$ cat config.mk
export PLATFORM = sky130hd
export DESIGN_NAME = uart_tx_fifo
export DESIGN_NICKNAME = d
export VERILOG_FILES = /design/src/rtl/uart_tx_fifo.sv
export SDC_FILE = /design/constraint.sdc
export NUM_CORES = 1
export LEC_CHECK = 0
export CORE_UTILIZATION = 55
export CTS_CLUSTER_SIZE = 25
export DETAILED_ROUTE_END_ITERATION = 10
export PLACE_DENSITY_LB_ADDON = 0.2
export SLEW_MARGIN = 0
export SYNTH_ARGS = -nofsm -noshare
export SYNTH_HDL_FRONTEND = slang
export SYNTH_SLANG_ARGS = --single-unit
$ cat constraint.sdc
create_clock -name clk_i -period 3.55 [get_ports clk_i]
set_input_delay 0.355 -clock clk_i [delete_from_list [all_inputs] [get_ports clk_i]]
set_output_delay 0.355 -clock clk_i [all_outputs]
set_load 0.02 [all_outputs]
$ cat src/rtl/uart_tx_fifo.sv
// Byte FIFO between the CPU register port and the UART serializer.
// The CPU pushes bytes through address 0; the serializer drains them over a valid/ready handshake.
module uart_tx_fifo #(
  parameter int DEPTH_LOG2 = 4
) (
  input  logic        clk_i,
  input  logic        rst_i,
  input  logic        m_sel,
  input  logic [3:0]  m_addr,
  input  logic [31:0] m_data_i,
  output logic [31:0] m_data_o,
  input  logic        m_rd,
  input  logic        m_wr,
  output logic [7:0]  tx_data_o,
  output logic        tx_valid_o,
  input  logic        tx_ready_i,
  output logic        irq_o
);

  localparam int DEPTH = 1 << DEPTH_LOG2;
  localparam int CW    = DEPTH_LOG2 + 1;
  localparam logic [CW-1:0]         FULL_CNT = CW'(DEPTH);
  localparam logic [CW-1:0]         CNT_ONE  = {{(CW-1){1'b0}}, 1'b1};
  localparam logic [DEPTH_LOG2-1:0] PTR_ONE  = {{(DEPTH_LOG2-1){1'b0}}, 1'b1};

  logic [7:0]            mem_q [DEPTH];
  logic [DEPTH_LOG2-1:0] rd_ptr_q, rd_ptr_d;
  logic [DEPTH_LOG2-1:0] wr_ptr_q, wr_ptr_d;
  logic [CW-1:0]         count_q, count_d;
  logic [CW-1:0]         thresh_q, thresh_d;
  logic                  ovf_q, ovf_d;
  logic                  irq_en_q, irq_en_d;

  logic empty, full, wr_push, wr_ctrl, wr_thresh, push, pop, flush;
  logic unused_ok;

  // Reads have no side effects, so the read strobe and the unmapped write bits are never consumed.
  assign unused_ok = m_rd ^ (^m_data_i);

  assign empty     = (count_q == '0);
  assign full      = (count_q == FULL_CNT);
  assign wr_push   = m_sel & m_wr & (m_addr == 4'd0);
  assign wr_ctrl   = m_sel & m_wr & (m_addr == 4'd1);
  assign wr_thresh = m_sel & m_wr & (m_addr == 4'd2);
  assign push      = wr_push & ~full;
  assign pop       = ~empty & tx_ready_i;
  assign flush     = wr_ctrl & m_data_i[4];

  assign tx_valid_o = ~empty;
  assign tx_data_o  = mem_q[rd_ptr_q];
  assign irq_o      = irq_en_q & (count_q <= thresh_q);

  always_comb begin
    rd_ptr_d = rd_ptr_q;
    wr_ptr_d = wr_ptr_q;
    count_d  = count_q;
    ovf_d    = ovf_q;
    irq_en_d = irq_en_q;
    thresh_d = thresh_q;
    if (push) wr_ptr_d = wr_ptr_q + PTR_ONE;
    if (pop)  rd_ptr_d = rd_ptr_q + PTR_ONE;
    case ({push, pop})
      2'b10:   count_d = count_q + CNT_ONE;
      2'b01:   count_d = count_q - CNT_ONE;
      default: count_d = count_q;
    endcase
    if (wr_push & full) ovf_d = 1'b1;
    if (wr_ctrl) begin
      if (m_data_i[2]) ovf_d = 1'b0;
      irq_en_d = m_data_i[3];
    end
    if (wr_thresh) thresh_d = m_data_i[DEPTH_LOG2:0];
    // Flush overrides any pop landing in the same cycle.
    if (flush) begin
      rd_ptr_d = '0;
      wr_ptr_d = '0;
      count_d  = '0;
    end
  end

  always_ff @(posedge clk_i) begin
    if (rst_i) begin
      rd_ptr_q <= '0;
      wr_ptr_q <= '0;
      count_q  <= '0;
      ovf_q    <= 1'b0;
      irq_en_q <= 1'b0;
      thresh_q <= '0;
    end else begin
      rd_ptr_q <= rd_ptr_d;
      wr_ptr_q <= wr_ptr_d;
      count_q  <= count_d;
      ovf_q    <= ovf_d;
      irq_en_q <= irq_en_d;
      thresh_q <= thresh_d;
    end
  end

  always_ff @(posedge clk_i) begin
    if (push) mem_q[wr_ptr_q] <= m_data_i[7:0];
  end

  always_comb begin
    m_data_o = '0;
    if (m_sel) begin
      case (m_addr)
        4'd0:    m_data_o = {{(32-CW){1'b0}}, count_q};
        4'd1:    m_data_o = {28'b0, irq_en_q, ovf_q, full, empty};
        4'd2:    m_data_o = {{(32-CW){1'b0}}, thresh_q};
        default: m_data_o = '0;
      endcase
    end
  end

endmodule
==> results <==
- The top fanout value on the critical path is 32.
- The worst pin sits at a relative slew slack of 54.6%.
- The power share of the combinational group is 3.8%.
- Summed over all nets, the half-perimeter wirelength after detailed placement is 7.81 mm.
- The first global-routing pass estimated 19.1 mm of wire.
- The hold violation total from the final report is 0.
- The cell at the root of the clock tree is clkbuf_16.
- Setup violations remaining at the end of the flow were counted as 0.
- The total number of clock tree sinks is 152.
- The CTS H-tree depth is 4.
- The type of the setup path with the least slack is reg -> out.
- The count of pins over their slew limit is 0.
- The share of power burned in registers is 51.8%.
- The share of total power in the clock network is 44.4%.
- The utilization of the core after routing is 65.8%.
- Global routing used 21.4% of the available tracks across all layers.
- In the finished design, the share of the clock period the worst path needs comes to 85.9%.
- The number of global-route vias before repair is 3455.
- The area growth from synthesis to layout is 15.9%.
- The CTS tree is done.
- The mean area per synthesized cell is 16.5 um2.
- The dominant synthesized flop cell is edfxtp_1.
- The synthesized design devotes to its leading area cell type 59.0% of total area.
- The largest area contributor in the synthesized netlist is edfxtp_1.
- The full die area is 0.0123 mm2.
- The number of cells on the worst reg-to-reg path is 11.
- The maximum number of pins on one net before global-route repair is 33.
- The setup clock skew after layout is 0.00571 ns.
- The count of nets left with antenna violations once routing finished came out at 0.
- The share of the Yosys chip area taken by registers is 66.4%.
- In this run the worst hold path is classified as reg -> reg.
- The violation count after the first detailed-routing iteration is 241.
- The startpoint kind of the worst setup timing path is a register.
- The cts-stage hold buffer count is 0.
- The arrival time of the worst setup path is 2.69 ns.
- Static timing analysis puts the maximum clock frequency at 328 MHz.
- The die is 111 um wide.
- Net switching is 19.7% of the power.
- Leaving out fill and tap cells, the most frequent cells in the layout are edfxtp_1 (128), nor2_1 (43), mux4_2 (40).
- The power density of the placed cells is 496 mW/mm2.
- The repair_antennas step left the layout with diodes totalling 0.
- The floorplan row count is 39.
- The count of max-cap constraint violations is 0.
- After synthesis the netlist holds a flip-flop and latch count of 152.
- For this run, asynchronously set or reset flops after synthesis account for 0%.
- The summed negative setup slack over all endpoints is 0 ns.
- After detailed routing, the number of remaining DRC violations is 0.
- At the worst endpoint, the required time is 3.19 ns.
- After clock tree synthesis, the clock-pin slew on the worst setup and hold paths is 0.06 ns.
- The routed design could run at a clock period as short as 3.05 ns.
- The internal power of the cells is 3.00 mW.
- The number of port buffers is 31.
- Post-CTS timing repair inserted 0 buffers for setup.
- The die span in y is 111 um.
- The slew of the pin with the lowest slew margin is 0.680 ns.
- STA classifies the critical path endpoint as an output pin.
- The share of final-layout standard cells stronger than drive strength 1 is 20.3%.
- After floorplanning, the core was sized to cover 0.0115 mm2.
- The gate count after technology mapping is 395.
- The total net switching power is 0.737 mW.
- The initial antenna violation count is 0.
- For this run, the number of Yosys warnings is 0.
- The flow ran to the end, and the final reports show no timing, DRC or antenna violations.
- At the end of the flow, the number of nets in the layout was 502.
- The peak supply drop is 374 uV.
- Setup repair after global routing left no endpoint under its margin.
- The wire length per cell is 19.9 um.
- The total wire length is 12.0 mm.
- The mapped netlist covers 0.00651 mm2.
- The number of synthesized flops with an enable pin is 128.
- The via-per-instance ratio is 5.61.
- The maximum clock path buffer count is 2.
- The static leakage power is 2.53 nW.
- TritonCTS created 17 clock buffers.
- Ranked by total cell area, the synthesized netlist is headed by edfxtp_1 (59%), mux4_2 (14%), dfxtp_1 (7.4%), buf_4 (3.1%), ha_1 (2.5%).
- The initial cell density of the core is 56.8%.
- The commonest non-fill, non-tap cell in the layout is edfxtp_1.
- The top-level I/O count is 84.
- The number of cells on the worst hold path is 2.
- The final weighted congestion of routability-driven global placement is 0.818.
- The number of resized instances in the post-cts repair step is 0.
- The pre-antenna-repair detailed-routing pass consisted of 4 iterations.
- The final route contains 3377 vias.
- The total congestion overflow is 0.
- The number of distinct standard cells referenced by the synthesized netlist is 39.
- The clock reaches the later pin of the worst-skew pair after 0.42 ns.
[state kept, by name (all words and copies together), names as in the netlist, named ones only]
register and cells:
irq_en_q 1, wr_ptr_q 4, ovf_q 1, thresh_q 5, count_q 5, rd_ptr_q 4
mem_q 128
[logic make-up (layout without fill, tap and decap cells)]
kind of cell,count (synthesis),count (layout),synth area share [%]
muxes,54,54,16.0
DFF,152,152,66.4
buffers and inverters,57,95,4.99
xor gates and xnor gates,11,11,1.48
other,1,27,0.0576
and+or+nand+nor,81,81,5.94
adders and majority gates,13,13,2.50
AOI/OAI and AO/OA,26,26,2.65
[critical path, cell delays in order, from the launching register on]
cell and delay [ns]:
dfxtp_2 0.34, buf_12 0.27, mux4_2 0.57, mux4_2 0.54, clkdlybuf4s50_1 0.56
[synth_stat cells, drive strengths merged, types with 4 or more instances]
library cell  count
clkbuf            9
xor2              7
xnor2             4
nand3             4
nand2            11
a21oi             9
nor2             43
ha               13
inv               9
mux2i            13
nand2b            4
buf              39
edfxtp          128
mux4             40
nor3              5
nor2b             4
dfxtp            24
[worst paths after layout]
| check | startpoint | endpoint | slack, ns |
|---|---|---|---|
| hold reg to reg | rd_ptr_q[3]$_SDFFE_PP0P_ | rd_ptr_q[3]$_SDFFE_PP0P_ | 0.51 |
| setup / recovery | register | tx_data_o[0] | 0.50 |
| setup reg to reg | count_q[1]$_SDFFE_PP0P_ | count_q[2]$_SDFFE_PP0P_ | 0.67 |
| hold / removal | rd_ptr_q[3]$_SDFFE_PP0P_ | rd_ptr_q[3]$_SDFFE_PP0P_ | 0.51 |
[power by group through the flow]
stage                     logic, mW  clock network [mW]  registers [mW]
after floorplan               0.106                   0            1.97
after global placement        0.139                   0            1.98
after detailed placement      0.143                   0            1.98
after CTS                     0.143                1.68            1.94
after global routing          0.154                1.76            1.94
final                         0.142                1.66            1.94
[area by class of cell]
type                       instances  area (um2)
sequential                       152        4330
fill                             758        3920
multi-input combinational        212        1960
timing repair buffer              55         503
clock buffer                      20         437
tap                              143         179
clock inverter                    11         108
inverter                           9        33.8
[per-stage QoR]
stage / power (mW) / cell area, um2 / hold WS, ns / cells / worst slack [ns]
global placement: 2.11 / 7000 / 0.491 / 571 / 0.375
global route: 3.85 / 7550 / 0.561 / 602 / 0.411
detailed placement: 2.12 / 7000 / 0.502 / 571 / 0.318
CTS: 3.76 / 7550 / 0.517 / 602 / 0.454
floorplan: 2.08 / 6610 / 0.452 / 421 / 0.648
finish: 3.74 / 7550 / 0.509 / 602 / 0.502
[per-layer routing]
layer  up-vias  share of wire [%]  track usage, %
li1       1561                  -               -
met1      1683                 44            28.7
met2       103                 49            33.8
met3        30                4.7            4.98
met4         0                2.7            9.42
met5         -                  0               0
(Power assumes the default switching activity.)
